`src/rtl/coco_load_align.sv`:
```
// Load aligner: fetches DW-wide memory beats and returns a zero/sign-extended byte, half, word or full field.
// Define COCO_LOAD_SPLIT_EN to run misaligned loads as two aligned reads; otherwise they return an error.
module coco_load_align #(
    parameter int DW = 32
) (
    input  logic          clk,
    input  logic          rst_n,
    input  logic          req_valid,
    output logic          req_ready,
    input  logic [31:0]   req_addr,
    input  logic [2:0]    req_funct,
    output logic          mem_rd_valid,
    output logic [31:0]   mem_rd_addr,
    input  logic          mem_rd_ready,
    input  logic          mem_rdata_valid,
    input  logic [DW-1:0] mem_rdata,
    output logic          rsp_valid,
    input  logic          rsp_ready,
    output logic [DW-1:0] rsp_data,
    output logic          rsp_err
);

    localparam int NB = DW / 8;
    localparam int OW = $clog2(NB);

`ifdef COCO_LOAD_SPLIT_EN
    typedef enum logic [2:0] {IDLE, ISSUE0, WAIT0, ISSUE1, WAIT1, RESP} state_t;
`else
    typedef enum logic [2:0] {IDLE, ISSUE0, WAIT0, RESP} state_t;
`endif

    state_t          state_q, state_d;
    logic [31:0]     addr_q, addr_d;
    logic [2:0]      funct_q, funct_d;
    logic            req_ready_q, req_ready_d;
    logic            mem_rd_valid_q, mem_rd_valid_d;
    logic [31:0]     mem_rd_addr_q, mem_rd_addr_d;
    logic            rsp_valid_q, rsp_valid_d;
    logic [DW-1:0]   rsp_data_q, rsp_data_d;
    logic            rsp_err_q, rsp_err_d;
`ifdef COCO_LOAD_SPLIT_EN
    logic            split_q, split_d;
    logic [DW-1:0]   beat0_q, beat0_d;
`endif
    logic [31:0]     base_addr;

    function automatic logic is_illegal(input logic [2:0] f);
        case (f)
            3'b000, 3'b001, 3'b010, 3'b011, 3'b100: is_illegal = 1'b0;
            3'b101, 3'b110:                         is_illegal = (DW != 64);
            default:                                is_illegal = 1'b1;
        endcase
    endfunction

    function automatic logic is_misaligned(input logic [2:0] f, input logic [OW-1:0] off);
        case (f)
            3'b010, 3'b100: is_misaligned = off[0];
            3'b101, 3'b110: is_misaligned = |off[1:0];
            3'b000:         is_misaligned = |off;
            default:        is_misaligned = 1'b0;
        endcase
    endfunction

    // Window is {beat1, beat0}; single-beat loads pass zeros in the upper half.
    function automatic logic [DW-1:0] extract(input logic [2*DW-1:0] win,
                                              input logic [OW-1:0]   off,
                                              input logic [2:0]      f);
        logic [2*DW-1:0] sh;
        logic [DW-1:0]   res;
        logic            fill;
        int              w;
        sh  = win >> {off, 3'b000};
        res = sh[DW-1:0];
        case (f)
            3'b001:  begin w = 8;  fill = 1'b0;   end
            3'b011:  begin w = 8;  fill = sh[7];  end
            3'b010:  begin w = 16; fill = 1'b0;   end
            3'b100:  begin w = 16; fill = sh[15]; end
            3'b101:  begin w = 32; fill = 1'b0;   end
            3'b110:  begin w = 32; fill = sh[31]; end
            default: begin w = DW; fill = 1'b0;   end
        endcase
        for (int i = 0; i < DW; i++) begin
            if (i >= w) res[i] = fill;
        end
        return res;
    endfunction

    always_comb begin
        state_d    = state_q;
        addr_d     = addr_q;
        funct_d    = funct_q;
        rsp_data_d = rsp_data_q;
        rsp_err_d  = rsp_err_q;
`ifdef COCO_LOAD_SPLIT_EN
        split_d    = split_q;
        beat0_d    = beat0_q;
`endif
        case (state_q)
            IDLE: begin
                if (req_valid && req_ready_q) begin
                    addr_d  = req_addr;
                    funct_d = req_funct;
                    if (is_illegal(req_funct)) begin
                        state_d    = RESP;
                        rsp_data_d = '0;
                        rsp_err_d  = 1'b1;
                    end else if (is_misaligned(req_funct, req_addr[OW-1:0])) begin
`ifdef COCO_LOAD_SPLIT_EN
                        split_d = 1'b1;
                        state_d = ISSUE0;
`else
                        state_d    = RESP;
                        rsp_data_d = '0;
                        rsp_err_d  = 1'b1;
`endif
                    end else begin
`ifdef COCO_LOAD_SPLIT_EN
                        split_d = 1'b0;
`endif
                        state_d = ISSUE0;
                    end
                end
            end
            ISSUE0: if (mem_rd_ready) state_d = WAIT0;
            WAIT0: begin
                if (mem_rdata_valid) begin
`ifdef COCO_LOAD_SPLIT_EN
                    beat0_d = mem_rdata;
                    if (split_q) begin
                        state_d = ISSUE1;
                    end else begin
                        state_d    = RESP;
                        rsp_data_d = extract({{DW{1'b0}}, mem_rdata}, addr_q[OW-1:0], funct_q);
                        rsp_err_d  = 1'b0;
                    end
`else
                    state_d    = RESP;
                    rsp_data_d = extract({{DW{1'b0}}, mem_rdata}, addr_q[OW-1:0], funct_q);
                    rsp_err_d  = 1'b0;
`endif
                end
            end
`ifdef COCO_LOAD_SPLIT_EN
            ISSUE1: if (mem_rd_ready) state_d = WAIT1;
            WAIT1: begin
                if (mem_rdata_valid) begin
                    state_d    = RESP;
                    rsp_data_d = extract({mem_rdata, beat0_q}, addr_q[OW-1:0], funct_q);
                    rsp_err_d  = 1'b0;
                end
            end
`endif
            RESP: begin
                if (rsp_ready) begin
                    state_d    = IDLE;
                    rsp_data_d = '0;
                    rsp_err_d  = 1'b0;
                end
            end
            default: state_d = IDLE;
        endcase

        // Outputs are registered from the next state so they line up with it.
        base_addr      = {addr_d[31:OW], {OW{1'b0}}};
        req_ready_d    = (state_d == IDLE);
        rsp_valid_d    = (state_d == RESP);
        mem_rd_valid_d = (state_d == ISSUE0);
        mem_rd_addr_d  = mem_rd_addr_q;
        if (state_d == ISSUE0) mem_rd_addr_d = base_addr;
`ifdef COCO_LOAD_SPLIT_EN
        if (state_d == ISSUE1) begin
            mem_rd_valid_d = 1'b1;
            mem_rd_addr_d  = base_addr + 32'(NB);
        end
`endif
    end

    always_ff @(posedge clk or negedge rst_n) begin
        if (!rst_n) begin
            state_q        <= IDLE;
            addr_q         <= '0;
            funct_q        <= '0;
            req_ready_q    <= 1'b0;
            mem_rd_valid_q <= 1'b0;
            mem_rd_addr_q  <= '0;
            rsp_valid_q    <= 1'b0;
            rsp_data_q     <= '0;
            rsp_err_q      <= 1'b0;
`ifdef COCO_LOAD_SPLIT_EN
            split_q        <= 1'b0;
            beat0_q        <= '0;
`endif
        end else begin
            state_q        <= state_d;
            addr_q         <= addr_d;
            funct_q        <= funct_d;
            req_ready_q    <= req_ready_d;
            mem_rd_valid_q <= mem_rd_valid_d;
            mem_rd_addr_q  <= mem_rd_addr_d;
            rsp_valid_q    <= rsp_valid_d;
            rsp_data_q     <= rsp_data_d;
            rsp_err_q      <= rsp_err_d;
`ifdef COCO_LOAD_SPLIT_EN
            split_q        <= split_d;
            beat0_q        <= beat0_d;
`endif
        end
    end

    assign req_ready    = req_ready_q;
    assign mem_rd_valid = mem_rd_valid_q;
    assign mem_rd_addr  = mem_rd_addr_q;
    assign rsp_valid    = rsp_valid_q;
    assign rsp_data     = rsp_data_q;
    assign rsp_err      = rsp_err_q;

endmodule

```
`config.mk`:
```
export PLATFORM = sky130hd
export DESIGN_NAME = coco_load_align
export DESIGN_NICKNAME = d
export VERILOG_FILES = /design/src/rtl/coco_load_align.sv
export SDC_FILE = /design/constraint.sdc
export NUM_CORES = 1
export LEC_CHECK = 0
export ABC_AREA = 1
export BUFFER_PORTS_ARGS = -buffer_cell sky130_fd_sc_hd__buf_2
export CAP_MARGIN = 20
export CORE_MARGIN = 10
export CORE_UTILIZATION = 52
export DETAILED_ROUTE_END_ITERATION = 10
export GPL_TIMING_DRIVEN = 0
export PLACE_DENSITY = 0.8
export SYNTH_ARGS = -nofsm -noshare
export SYNTH_HDL_FRONTEND = slang
export SYNTH_SLANG_ARGS = --single-unit
```
`constraint.sdc`:
```
create_clock -name clk -period 2 [get_ports clk]
set_input_delay 0.2 -clock clk [delete_from_list [all_inputs] [get_ports clk]]
set_output_delay 0.2 -clock clk [all_outputs]
set_load 0.01 [all_outputs]
```
==> run_summary.xml, run 1 <==
<?xml version="1.0" encoding="UTF-8"?>
<metrics>
  <group name="critical_path">
    <metric name="timing.critical_path.cells" unit="">inv_1 &gt; nand2_1 &gt; nor2_1 &gt; a21oi_1 &gt; ha_1 &gt; inv_1 &gt; o211ai_1 &gt; nand3_1 &gt; nand2_1</metric>
    <metric name="timing.critical_path.fanout_max" unit="">8</metric>
    <metric name="cp_top_family" unit="">flip-flops</metric>
    <metric name="cells_on_worst_reg2reg_path" unit="">9</metric>
    <metric name="worstPathRequired" unit="ns">2.27</metric>
    <metric name="worst-setup-path-type" unit="">reg -&gt; reg</metric>
    <metric name="slowest_stage" unit="">sky130_fd_sc_hd__dfrtp_1</metric>
    <metric name="crit_path_cell_count" unit="">9</metric>
    <metric name="crit_arrival" unit="ns">2.11</metric>
    <metric name="critical-path-max-stage-delay" unit="ns">0.41</metric>
    <metric name="critPathLaunchType" unit="">flop</metric>
    <metric name="cp_num_buf_inv" unit="">2</metric>
    <metric name="critPathCaptureType" unit="">flop</metric>
  </group>
  <group name="final_layout">
    <metric name="num_antenna_cells" unit="">0</metric>
    <metric name="finalInstanceArea" unit="mm²">0.00619</metric>
    <metric name="area.growth.synth_to_final" unit="%">22.6</metric>
    <metric name="post_route_cells_drive_above_1_share" unit="%">26.0</metric>
    <metric name="finalNetCount" unit="">885</metric>
  </group>
  <group name="detailed_routing">
    <metric name="drtPass1Iterations" unit="">5</metric>
    <metric name="routedWlPerCell" unit="µm">15.2</metric>
    <metric name="drc_errors" unit="">0</metric>
    <metric name="number_of_vias_in_the_routed_layout" unit="">4810</metric>
    <metric name="postRouteWirelength" unit="mm">14.3</metric>
    <metric name="antenna_violating_nets_post_route" unit="">0</metric>
    <metric name="drtIter0Drc" unit="">305</metric>
    <metric name="drt-vias-per-instance" unit="">5.10</metric>
  </group>
  <group name="yosys">
    <metric name="synth_edf_count" unit="">0</metric>
    <metric name="synthesis.yosys.warnings" unit="">0</metric>
    <metric name="synth_seq_cells" unit="">104</metric>
    <metric name="synth_area_in_adders" unit="%">0.495</metric>
    <metric name="synth_compound_gate_area_share" unit="%">3.74</metric>
    <metric name="synthSimpleGateAreaFrac" unit="%">36.7</metric>
    <metric name="synthesis.area_per_instance" unit="µm²">7.71</metric>
    <metric name="post_synth_xor_area_fraction" unit="%">0</metric>
    <metric name="synthArstFlopShare" unit="%">100</metric>
    <metric name="synth.top_cells.by_area" unit="">sky130_fd_sc_hd__dfrtp_1, sky130_fd_sc_hd__nand2_1, sky130_fd_sc_hd__nand3_1</metric>
    <metric name="gate_count_of_the_mapped_netlist" unit="">655</metric>
    <metric name="synth_top_family_by_area" unit="">simple AND/OR/NAND/NOR gates</metric>
    <metric name="synth_top_cell_by_area" unit="">sky130_fd_sc_hd__dfrtp_1</metric>
    <metric name="top_area_cell_type_share_of_the_netlist_area" unit="%">51.5</metric>
    <metric name="seq_area_frac_synth" unit="%">51.5</metric>
    <metric name="synthesis.area" unit="mm²">0.00505</metric>
    <metric name="synthMuxAreaShare" unit="%">0</metric>
    <metric name="netlist-cell-type-count" unit="">26</metric>
    <metric name="yosys_most_used_dff" unit="">sky130_fd_sc_hd__dfrtp_1</metric>
  </group>
  <group name="timing">
    <metric name="skew" unit="ns">0.0123</metric>
    <metric name="grt_setup_unrepaired" unit="">false</metric>
    <metric name="final.period_utilization" unit="%">91.8</metric>
    <metric name="report.final.slew_viol_count" unit="">0</metric>
    <metric name="fmax" unit="GHz">0.545</metric>
    <metric name="slew_headroom" unit="%">63.0</metric>
    <metric name="layout_min_cycle_time" unit="ns">1.84</metric>
    <metric name="timing_worst_slew_pin_value" unit="ns">0.554</metric>
    <metric name="setup_total_negative_slack" unit="ns">0</metric>
    <metric name="finalSetupViolCount" unit="">0</metric>
    <metric name="hold_viol" unit="">0</metric>
  </group>
  <group name="placed_design">
    <metric name="port-buffer-count" unit="">138</metric>
    <metric name="routability_driven_placement_congestion_ratio" unit="">0.921</metric>
    <metric name="post_dp_cell_area" unit="mm²">0.00594</metric>
    <metric name="detailedPlacementHpwl" unit="mm">11.1</metric>
  </group>
  <group name="min_path">
    <metric name="hold_depth" unit="">3</metric>
    <metric name="timing.hold.worst.class" unit="">in -&gt; reg</metric>
  </group>
  <group name="global_route">
    <metric name="overall_routing_resource_usage" unit="%">20.3</metric>
    <metric name="first_global_vias" unit="">5048</metric>
    <metric name="grt_remaining_overflow" unit="">0</metric>
    <metric name="grt_antenna_before_repair" unit="">0</metric>
    <metric name="global_route_wire_length_before_repair" unit="mm">23.9</metric>
    <metric name="maximum_number_of_pins_on_one_net_before_global_route_repair" unit="">76</metric>
  </group>
  <group name="clock_network">
    <metric name="tritoncts_clock_tree" unit="">built</metric>
    <metric name="worst_skew_pair.late_latency" unit="ns">0.37</metric>
    <metric name="cts_max_level" unit="">3</metric>
    <metric name="tritoncts.num_buffers" unit="">9</metric>
    <metric name="cts_buffer_depth" unit="">2</metric>
    <metric name="clk_root_buffer_cell" unit="">sky130_fd_sc_hd__clkbuf_8</metric>
    <metric name="clkSinkCount" unit="">104</metric>
    <metric name="clk_transition_reported_paths" unit="ns">0.11</metric>
  </group>
  <group name="power_and_ir_drop">
    <metric name="cellPowerDensity" unit="mW/mm²">1440</metric>
    <metric name="power.static_leakage" unit="nW">3.75</metric>
    <metric name="vdd_drop_max" unit="V">0.000757</metric>
  </group>
  <group name="floorplan">
    <metric name="die-width" unit="µm">119</metric>
    <metric name="initial_core_util" unit="%">53.9</metric>
    <metric name="pin_count" unit="">141</metric>
    <metric name="design.core.area" unit="mm²">0.00937</metric>
    <metric name="core.rowCount" unit="">35</metric>
    <metric name="die-height" unit="µm">119</metric>
    <metric name="dieArea" unit="mm²">0.0141</metric>
  </group>
  <group name="flow_run">
    <metric name="drv.max_cap_violation_count" unit="">0</metric>
  </group>
  <group name="run_status">
    <metric name="run_status" unit="">finished clean</metric>
  </group>
</metrics>
-- synthesized netlist by cell type (2+ instances only) --
cell type                    n
sky130_fd_sc_hd__buf_4       6
sky130_fd_sc_hd__a21oi_1     4
sky130_fd_sc_hd__o211ai_1    8
sky130_fd_sc_hd__o21a_1      7
sky130_fd_sc_hd__nor2_1     16
sky130_fd_sc_hd__inv_2       6
sky130_fd_sc_hd__inv_1      37
sky130_fd_sc_hd__nand4_1    31
sky130_fd_sc_hd__buf_6       4
sky130_fd_sc_hd__ha_1        2
sky130_fd_sc_hd__nand2_1   341
sky130_fd_sc_hd__buf_2      24
sky130_fd_sc_hd__o21ai_0     7
sky130_fd_sc_hd__nand2_2     5
sky130_fd_sc_hd__nor2_2      2
sky130_fd_sc_hd__clkbuf_1    2
sky130_fd_sc_hd__nand3_1    40
sky130_fd_sc_hd__dfrtp_1   104
sky130_fd_sc_hd__nand3_2     2
-- metal layers --
metal	vias to the layer above	track usage [%]	wire (µm)
met1	2251	25.1	6170
met4	0	7.18	258
met2	174	33.0	6800
met3	24	5.76	1100
li1	2361	-	-
met5	-	0	0
-- report_power, final --
| group | switching, mW | internal (mW) |
|---|---|---|
| logic | 2.81 | 1.53 |
| clock network | 0.770 | 0.592 |
| registers | 0.367 | 2.88 |
| total | 3.95 | 5.00 |
-- cell usage in the layout, fill, tap and decap left out, types with 2 or more instances in the layout --
cell and n:
sky130_fd_sc_hd__buf_6 4, sky130_fd_sc_hd__buf_2 161, sky130_fd_sc_hd__o211ai_1 8, sky130_fd_sc_hd__nor2_4 3, sky130_fd_sc_hd__clkbuf_1 2, sky130_fd_sc_hd__o21a_1 7, sky130_fd_sc_hd__clkbuf_8 9, sky130_fd_sc_hd__nand3_2 2
sky130_fd_sc_hd__nand2_1 341, sky130_fd_sc_hd__a21oi_1 4, sky130_fd_sc_hd__ha_1 2, sky130_fd_sc_hd__inv_1 37, sky130_fd_sc_hd__nand2_2 5, sky130_fd_sc_hd__dfrtp_1 104, sky130_fd_sc_hd__conb_1 3, sky130_fd_sc_hd__inv_2 6
sky130_fd_sc_hd__clkinvlp_4 2, sky130_fd_sc_hd__nand4_1 31, sky130_fd_sc_hd__inv_6 2, sky130_fd_sc_hd__buf_4 9, sky130_fd_sc_hd__nand3_1 40, sky130_fd_sc_hd__nor2_1 14, sky130_fd_sc_hd__o21ai_0 7, sky130_fd_sc_hd__nor2_2 2
-- sequential cells by signal (all words and copies together), names as in the netlist --
name and cells:
mem_rd_valid 1, rsp_err 1, rsp_data 32, state_q 3, funct_q 3, rsp_valid 1
req_ready 1, addr_q 32, mem_rd_addr 30
-- worst min-delay path: stages --
cell and delay, ns:
sky130_fd_sc_hd__buf_2 0.07, sky130_fd_sc_hd__nand2_1 0.04, sky130_fd_sc_hd__nand2_1 0.07
-- area by class of cell --
class                           count  area (µm²)
Inverter                           43         161
Clock inverter                      6        78.8
Sequential cell                   104        2600
Tap cell                          129         161
Timing Repair Buffer              142         746
Clock buffer                        9         124
Buffer                             36         218
Fill cell                         857        3180
Multi-Input combinational cell    474        2100
-- through the flow --
stage	utilization, %	total power [mW]	setup WS (ns)	std cells	hold WS, ns
finish	66.1	8.94	0.164	943	0.0487
CTS	65.7	8.89	0.0665	941	0.0340
global placement	63.1	7.35	-0.320	924	0.425
global route	66.1	9.74	0.000751	943	0.0337
floorplan	-	6.08	0.389	657	-0.0956
detailed placement	63.4	7.51	0.0932	925	0.166
-- logic make-up after synthesis --
kind of cell	after synthesis
AND/OR/NAND/NOR	441
flip-flops	104
buffers and inverters	79
AO/OA/AOI/OAI	28
adder cells (fa/ha/maj)	2
other	1
-- timing repair --
action                                  4_1_cts  5_1_grt
hold endpoints to repair                     29        0
hold buffers                                  1        0
endpoints found under the setup margin        0       22
gates resized for setup                       0        5
setup buffers                                 0        2
-- worst paths after layout --
kind | startpoint | to | slack [ns]
max | funct_q[0]$_DFFE_PN0P_ | rsp_data[14]$_DFFE_PN0P_ | 0.16
min in group asynchronous | rst_n | addr_q[0]$_DFFE_PN0P_ | 0.30
min reg2reg | mem_rd_addr[18]$_DFFE_PN0N_ | mem_rd_addr[18]$_DFFE_PN0N_ | 0.48
max reg2reg | funct_q[0]$_DFFE_PN0P_ | rsp_data[14]$_DFFE_PN0P_ | 0.16
min | req_addr[21] | addr_q[21]$_DFF_PN0_ | 0.05
max in group asynchronous | rst_n | mem_rd_addr[7]$_DFFE_PN0N_ | 1.00
(Power assumes the default switching activity.)
==> run 2: changes to the inputs <==
--- a/config.mk
+++ b/config.mk
@@ -8,7 +8,7 @@
 export ABC_AREA = 1
 export BUFFER_PORTS_ARGS = -buffer_cell sky130_fd_sc_hd__buf_2
 export CAP_MARGIN = 20
-export CORE_MARGIN = 10
+export CORE_MARGIN = 2
 export CORE_UTILIZATION = 52
 export DETAILED_ROUTE_END_ITERATION = 10
 export GPL_TIMING_DRIVEN = 0
==> run_summary.xml, run 2 (synthesis results as in run 1) <==
<?xml version="1.0" encoding="UTF-8"?>
<metrics>
  <group name="critical_path">
    <metric name="regToRegSetupSlack" unit="ns">0.16</metric>
    <metric name="critPathLaunchType" unit="">flop</metric>
    <metric name="timing.critical_path.fanout_max" unit="">8</metric>
    <metric name="critical_path.reg2reg.startpoint" unit="">funct_q[0]$_DFFE_PN0P_</metric>
    <metric name="worstPathRequired" unit="ns">2.28</metric>
    <metric name="critPathCaptureType" unit="">flop</metric>
    <metric name="worstReg2RegEnd" unit="">rsp_data[14]$_DFFE_PN0P_</metric>
    <metric name="cells_on_worst_reg2reg_path" unit="">9</metric>
    <metric name="crit_arrival" unit="ns">2.11</metric>
    <metric name="worst-setup-path-type" unit="">reg -&gt; reg</metric>
  </group>
  <group name="timing">
    <metric name="skew" unit="ns">0.0133</metric>
    <metric name="hold_viol" unit="">0</metric>
    <metric name="timing_worst_slew_pin_value" unit="ns">0.659</metric>
    <metric name="layout_min_cycle_time" unit="ns">1.84</metric>
    <metric name="report.final.slew_viol_count" unit="">0</metric>
    <metric name="slew_headroom" unit="%">56.1</metric>
    <metric name="fmax" unit="GHz">0.545</metric>
    <metric name="final.period_utilization" unit="%">91.8</metric>
    <metric name="finalSetupViolCount" unit="">0</metric>
    <metric name="setup_total_negative_slack" unit="ns">0</metric>
  </group>
  <group name="clock_network">
    <metric name="worst_skew_pair.late_latency" unit="ns">0.37</metric>
    <metric name="tritoncts.num_buffers" unit="">9</metric>
    <metric name="clk_root_buffer_cell" unit="">sky130_fd_sc_hd__clkbuf_8</metric>
    <metric name="tritoncts_clock_tree" unit="">built</metric>
    <metric name="cts_buffer_depth" unit="">2</metric>
    <metric name="cts_max_level" unit="">3</metric>
    <metric name="clk_transition_reported_paths" unit="ns">0.11</metric>
    <metric name="clkSinkCount" unit="">104</metric>
  </group>
  <group name="detailed_routing">
    <metric name="drc_errors" unit="">0</metric>
    <metric name="antenna_violating_nets_post_route" unit="">0</metric>
    <metric name="number_of_vias_in_the_routed_layout" unit="">4790</metric>
    <metric name="drtIter0Drc" unit="">224</metric>
    <metric name="drt-vias-per-instance" unit="">5.08</metric>
    <metric name="routedWlPerCell" unit="µm">14.1</metric>
    <metric name="postRouteWirelength" unit="mm">13.3</metric>
    <metric name="drtPass1Iterations" unit="">5</metric>
  </group>
  <group name="placed_design">
    <metric name="routability_driven_placement_congestion_ratio" unit="">0.908</metric>
    <metric name="port-buffer-count" unit="">138</metric>
    <metric name="detailedPlacementHpwl" unit="mm">9.88</metric>
  </group>
  <group name="global_route">
    <metric name="grt_remaining_overflow" unit="">0</metric>
    <metric name="global_route_wire_length_before_repair" unit="mm">21.2</metric>
    <metric name="overall_routing_resource_usage" unit="%">26.0</metric>
    <metric name="grt_antenna_before_repair" unit="">0</metric>
    <metric name="first_global_vias" unit="">4581</metric>
    <metric name="maximum_number_of_pins_on_one_net_before_global_route_repair" unit="">56</metric>
  </group>
  <group name="final_layout">
    <metric name="layout_common_cells" unit="">sky130_fd_sc_hd__nand2_1, sky130_fd_sc_hd__buf_2, sky130_fd_sc_hd__dfrtp_1</metric>
    <metric name="finish.utilization" unit="%">66.1</metric>
    <metric name="finalNetCount" unit="">884</metric>
    <metric name="layout_commonest_cell" unit="">sky130_fd_sc_hd__nand2_1</metric>
    <metric name="num_antenna_cells" unit="">0</metric>
    <metric name="area.growth.synth_to_final" unit="%">22.1</metric>
    <metric name="post_route_cells_drive_above_1_share" unit="%">26.0</metric>
  </group>
  <group name="min_path">
    <metric name="timing.hold.worst.class" unit="">in -&gt; reg</metric>
    <metric name="worst_hold_path.endpoint" unit="">addr_q[9]$_DFF_PN0_</metric>
    <metric name="hold_start" unit="">req_addr[9]</metric>
    <metric name="hold_depth" unit="">3</metric>
  </group>
  <group name="floorplan">
    <metric name="core.rowCount" unit="">35</metric>
    <metric name="initial_core_util" unit="%">54.2</metric>
    <metric name="dieArea" unit="mm²">0.0105</metric>
    <metric name="pin_count" unit="">141</metric>
    <metric name="design.core.area" unit="mm²">0.00933</metric>
    <metric name="die-height" unit="µm">103</metric>
    <metric name="die-width" unit="µm">103</metric>
  </group>
  <group name="power_and_ir_drop">
    <metric name="intPower" unit="mW">4.88</metric>
    <metric name="switching_share" unit="%">44.7</metric>
    <metric name="switching_power" unit="mW">3.94</metric>
    <metric name="seq_power_share" unit="%">36.6</metric>
    <metric name="cellPowerDensity" unit="mW/mm²">1430</metric>
    <metric name="power.static_leakage" unit="nW">3.73</metric>
    <metric name="power_frac_comb" unit="%">49.3</metric>
    <metric name="clock_power_share" unit="%">14.1</metric>
    <metric name="vdd_drop_max" unit="V">0.000738</metric>
  </group>
  <group name="flow_run">
    <metric name="drv.max_cap_violation_count" unit="">0</metric>
  </group>
  <group name="run_status">
    <metric name="run_status" unit="">finished clean</metric>
  </group>
</metrics>
==> run 2: per-layer routing <==
layer	GRT usage (%)	wire length, µm	up-vias
met4	8.82	197	0
met3	3.93	1030	18
li1	-	-	2362
met5	0	0	-
met1	37.0	5800	2232
met2	41.2	6230	178
==> run 2: worst max path at each step <==
stage	start	to	slack [ns]
after detailed placement	funct_q[0]$_DFFE_PN0P_	rsp_data[23]$_DFFE_PN0P_	0.11
after global placement	rst_n	mem_rd_addr[14]$_DFFE_PN0N_	-0.31
final	funct_q[0]$_DFFE_PN0P_	rsp_data[14]$_DFFE_PN0P_	0.16
after floorplan	funct_q[0]$_DFFE_PN0P_	rsp_data[0]$_DFFE_PN0P_	0.39
after global routing	funct_q[0]$_DFFE_PN0P_	rsp_data[23]$_DFFE_PN0P_	-0.02
after CTS	funct_q[0]$_DFFE_PN0P_	rsp_data[23]$_DFFE_PN0P_	0.08
==> run 2: critical path, cell delays in order, from the launching register on <==
cell and delay [ns]:
sky130_fd_sc_hd__dfrtp_1 0.40, sky130_fd_sc_hd__inv_1 0.11, sky130_fd_sc_hd__nand2_1 0.06, sky130_fd_sc_hd__nor2_1 0.13, sky130_fd_sc_hd__a21oi_1 0.09, sky130_fd_sc_hd__ha_1 0.27
sky130_fd_sc_hd__inv_1 0.27, sky130_fd_sc_hd__o211ai_1 0.22, sky130_fd_sc_hd__nand3_1 0.14, sky130_fd_sc_hd__nand2_1 0.06
==> run 2: power by group through the flow <==
| stage | Combinational (mW) | Sequential, mW | Clock, mW |
|---|---|---|---|
| floorplan | 2.65 | 3.43 | 0 |
| finish | 4.35 | 3.23 | 1.25 |
| CTS | 4.21 | 3.23 | 1.25 |
| global placement | 4.08 | 3.24 | 0 |
| global route | 4.94 | 3.31 | 1.32 |
| detailed placement | 4.19 | 3.26 | 0 |
==> run 2: repair_timing <==
action / CTS / global route
gates resized for setup: 0 / 4
setup endpoints to repair: 0 / 22
setup buffers: 0 / 1
hold buffers: 1 / 0
endpoints found under the hold margin: 49 / 0
==> run 2: metrics by stage <==
step                cells  setup WS, ns  hold WS, ns  power [mW]  instance area (µm²)
floorplan             657         0.389      -0.0956        6.08                 5060
global placement      924        -0.305        0.425        7.32                 5910
detailed placement    925         0.107        0.271        7.45                 5940
CTS                   941        0.0812       0.0311        8.69                 6130
global route          942       -0.0188       0.0468        9.57                 6170
finish                942         0.165       0.0382        8.82                 6170
==> run 2: layout make-up <==
type	count	area, µm²
fillers	860	3160
multi-input cells	474	2100
repair buffers	141	751
well taps	129	161
clock inverters	6	56.3
inverters	43	161
flip-flops and latches	104	2600
plain buffers	36	218
clock buffers	9	124
==> run 3: changes to the inputs <==
--- a/config.mk
+++ b/config.mk
@@ -9,10 +9,11 @@
 export BUFFER_PORTS_ARGS = -buffer_cell sky130_fd_sc_hd__buf_2
 export CAP_MARGIN = 20
 export CORE_MARGIN = 2
-export CORE_UTILIZATION = 52
+export CORE_UTILIZATION = 55
+export CTS_BUF_LIST = sky130_fd_sc_hd__clkbuf_4 sky130_fd_sc_hd__clkbuf_8 sky130_fd_sc_hd__clkbuf_16
 export DETAILED_ROUTE_END_ITERATION = 10
 export GPL_TIMING_DRIVEN = 0
-export PLACE_DENSITY = 0.8
+export PLACE_DENSITY = 0.83
 export SYNTH_ARGS = -nofsm -noshare
 export SYNTH_HDL_FRONTEND = slang
 export SYNTH_SLANG_ARGS = --single-unit
==> constraint.sdc (replaced) <==
create_clock -name clk -period 2.19 [get_ports clk]
set_input_delay 0.219 -clock clk [delete_from_list [all_inputs] [get_ports clk]]
set_output_delay 0.219 -clock clk [all_outputs]
set_load 0.01 [all_outputs]
==> run_summary.xml, run 3 (synthesis results as in run 1) <==
<?xml version="1.0" encoding="UTF-8"?>
<metrics>
  <group name="timing">
    <metric name="final.period_utilization" unit="%">88.6</metric>
    <metric name="report.final.slew_viol_count" unit="">0</metric>
    <metric name="slew_headroom" unit="%">59.2</metric>
    <metric name="grt_setup_unrepaired" unit="">false</metric>
    <metric name="skew" unit="ns">0.0166</metric>
    <metric name="finalSetupViolCount" unit="">0</metric>
    <metric name="timing_worst_slew_pin_value" unit="ns">0.612</metric>
    <metric name="fmax" unit="GHz">0.515</metric>
    <metric name="layout_min_cycle_time" unit="ns">1.94</metric>
    <metric name="hold_viol" unit="">0</metric>
  </group>
  <group name="global_route">
    <metric name="grt.met2_usage" unit="%">44.3</metric>
    <metric name="grt_antenna_before_repair" unit="">0</metric>
    <metric name="grt_use_met3" unit="%">5.29</metric>
    <metric name="maximum_number_of_pins_on_one_net_before_global_route_repair" unit="">60</metric>
    <metric name="grt_remaining_overflow" unit="">0</metric>
    <metric name="grt_busiest_layer" unit="">met2</metric>
    <metric name="overall_routing_resource_usage" unit="%">27.5</metric>
    <metric name="global_route_wire_length_before_repair" unit="mm">21.8</metric>
    <metric name="first_global_vias" unit="">4656</metric>
    <metric name="grt_util_met1" unit="%">37.5</metric>
  </group>
  <group name="final_layout">
    <metric name="post_route_cells_drive_above_1_share" unit="%">25.7</metric>
    <metric name="layout_commonest_cell" unit="">sky130_fd_sc_hd__nand2_1</metric>
    <metric name="finish.utilization" unit="%">69.6</metric>
    <metric name="finalNetCount" unit="">883</metric>
    <metric name="nFillCells" unit="">725</metric>
    <metric name="area.growth.synth_to_final" unit="%">21.3</metric>
    <metric name="layout_common_cells" unit="">sky130_fd_sc_hd__nand2_1, sky130_fd_sc_hd__buf_2, sky130_fd_sc_hd__dfrtp_1</metric>
    <metric name="num_antenna_cells" unit="">0</metric>
  </group>
  <group name="clock_network">
    <metric name="tritoncts_clock_tree" unit="">built</metric>
    <metric name="cts_buffer_depth" unit="">2</metric>
    <metric name="worst_skew_pair.late_latency" unit="ns">0.38</metric>
    <metric name="ctsHoldBuffers" unit="">1</metric>
    <metric name="cts_max_level" unit="">3</metric>
    <metric name="clkSinkCount" unit="">104</metric>
    <metric name="clk_transition_reported_paths" unit="ns">0.11</metric>
    <metric name="ctsResizeCount" unit="">0</metric>
    <metric name="clk_root_buffer_cell" unit="">sky130_fd_sc_hd__clkbuf_8</metric>
    <metric name="tritoncts.num_buffers" unit="">9</metric>
    <metric name="post-cts-setup-buffers" unit="">0</metric>
  </group>
  <group name="critical_path">
    <metric name="critPathLaunchType" unit="">flop</metric>
    <metric name="worstPathRequired" unit="ns">2.51</metric>
    <metric name="cp_num_buf_inv" unit="">2</metric>
    <metric name="cpMostUsedCell" unit="">sky130_fd_sc_hd__nand2_1</metric>
    <metric name="timing.critical_path.cells" unit="">inv_1 &gt; nand2_1 &gt; nor2_1 &gt; a21oi_1 &gt; ha_1 &gt; inv_1 &gt; nor2_1 &gt; nand2_1 &gt; nand2_1 &gt; nand2_1 &gt; nand2_1</metric>
    <metric name="cp_top_family" unit="">simple AND/OR/NAND/NOR gates</metric>
    <metric name="critical_path.reg2reg.startpoint" unit="">funct_q[0]$_DFFE_PN0P_</metric>
    <metric name="slowest_stage" unit="">sky130_fd_sc_hd__dfrtp_1</metric>
    <metric name="crit_path_start" unit="">funct_q[0]$_DFFE_PN0P_</metric>
    <metric name="crit_arrival" unit="ns">2.26</metric>
    <metric name="critPathCaptureType" unit="">flop</metric>
    <metric name="worst-setup-path-type" unit="">reg -&gt; reg</metric>
    <metric name="timing.critical_path.fanout_max" unit="">8</metric>
    <metric name="critical-path-max-stage-delay" unit="ns">0.40</metric>
  </group>
  <group name="detailed_routing">
    <metric name="postRouteWirelength" unit="mm">13.4</metric>
    <metric name="drtIter0Drc" unit="">284</metric>
    <metric name="number_of_vias_in_the_routed_layout" unit="">4848</metric>
    <metric name="antenna_violating_nets_post_route" unit="">0</metric>
    <metric name="drc_errors" unit="">0</metric>
    <metric name="drtPass1Iterations" unit="">5</metric>
    <metric name="drt-vias-per-instance" unit="">5.26</metric>
    <metric name="routedWlPerCell" unit="µm">14.5</metric>
  </group>
  <group name="floorplan">
    <metric name="die-width" unit="µm">99.8</metric>
    <metric name="design.core.area" unit="mm²">0.00881</metric>
    <metric name="die-height" unit="µm">99.8</metric>
    <metric name="pin_count" unit="">141</metric>
    <metric name="dieArea" unit="mm²">0.00997</metric>
    <metric name="core.rowCount" unit="">34</metric>
    <metric name="initial_core_util" unit="%">57.4</metric>
  </group>
  <group name="run_status">
    <metric name="run_status" unit="">finished clean</metric>
  </group>
  <group name="placed_design">
    <metric name="port-buffer-count" unit="">138</metric>
    <metric name="routability_driven_placement_congestion_ratio" unit="">0.978</metric>
    <metric name="detailedPlacementHpwl" unit="mm">10.0</metric>
  </group>
  <group name="flow_run">
    <metric name="drv.max_cap_violation_count" unit="">0</metric>
  </group>
  <group name="power_and_ir_drop">
    <metric name="vdd_drop_max" unit="V">0.000705</metric>
    <metric name="power.static_leakage" unit="nW">3.74</metric>
    <metric name="cellPowerDensity" unit="mW/mm²">1300</metric>
    <metric name="total_chip_power" unit="mW">7.99</metric>
  </group>
  <group name="min_path">
    <metric name="hold_start" unit="">req_addr[17]</metric>
    <metric name="timing.hold.worst.class" unit="">in -&gt; reg</metric>
  </group>
</metrics>
run 3: tightest hold or removal path, cell delays in order:
cell and delay (ns):
sky130_fd_sc_hd__buf_2 0.07, sky130_fd_sc_hd__nand2_1 0.04, sky130_fd_sc_hd__nand2_1 0.07
run 3: layout make-up:
type | instances | area, µm² | share of cell area, %
clock buffers | 11 | 151 | 2.47
well taps | 108 | 135 | 2.21
clock inverters | 5 | 50.0 | 0.817
multi-input cells | 474 | 2080 | 33.9
repair buffers | 140 | 731 | 11.9
plain buffers | 36 | 218 | 3.55
flip-flops and latches | 104 | 2600 | 42.5
inverters | 43 | 161 | 2.63
run 3: report_power, final:
group	internal (mW)	total (mW)	switching (mW)
registers	2.63	2.95	0.326
logic	1.34	3.85	2.50
clock network	0.494	1.19	0.693
total	4.47	7.99	3.52
run 3: through the flow:
step / TNS, ns / area [µm²] / std cells / hold slack (ns) / worst slack, ns
finish: 0 / 6130 / 921 / 0.0583 / 0.250
global route: 0 / 6130 / 921 / 0.0550 / 0.00892
CTS: 0 / 6130 / 921 / 0.0600 / 0.247
detailed placement: 0 / 5920 / 904 / 0.267 / 0.265
global placement: -16.27 / 5890 / 903 / 0.443 / -0.163
floorplan: 0 / 5060 / 657 / -0.0766 / 0.579
run 3: final timing paths:
| path | end | slack [ns] | cells after the start |
|---|---|---|---|
| worst min-delay path | addr_q[17]$_DFF_PN0_ | 0.06 | 3 |
| min in group asynchronous | rsp_data[28]$_DFFE_PN0P_ | 0.38 | 2 |
| worst min register to register | addr_q[19]$_DFF_PN0_ | 0.47 | 2 |
| max in group asynchronous | rsp_valid$_DFF_PN0_ | 1.10 | 3 |
| worst max-delay path | rsp_data[23]$_DFFE_PN0P_ | 0.25 | 11 |
| worst max register to register | rsp_data[23]$_DFFE_PN0P_ | 0.25 | 11 |
run 3: routing by layer:
layer	up-vias	part of all wire (%)
li1	2351	-
met1	2282	44
met2	184	47
met3	31	6.9
met4	0	2.7
met5	-	0
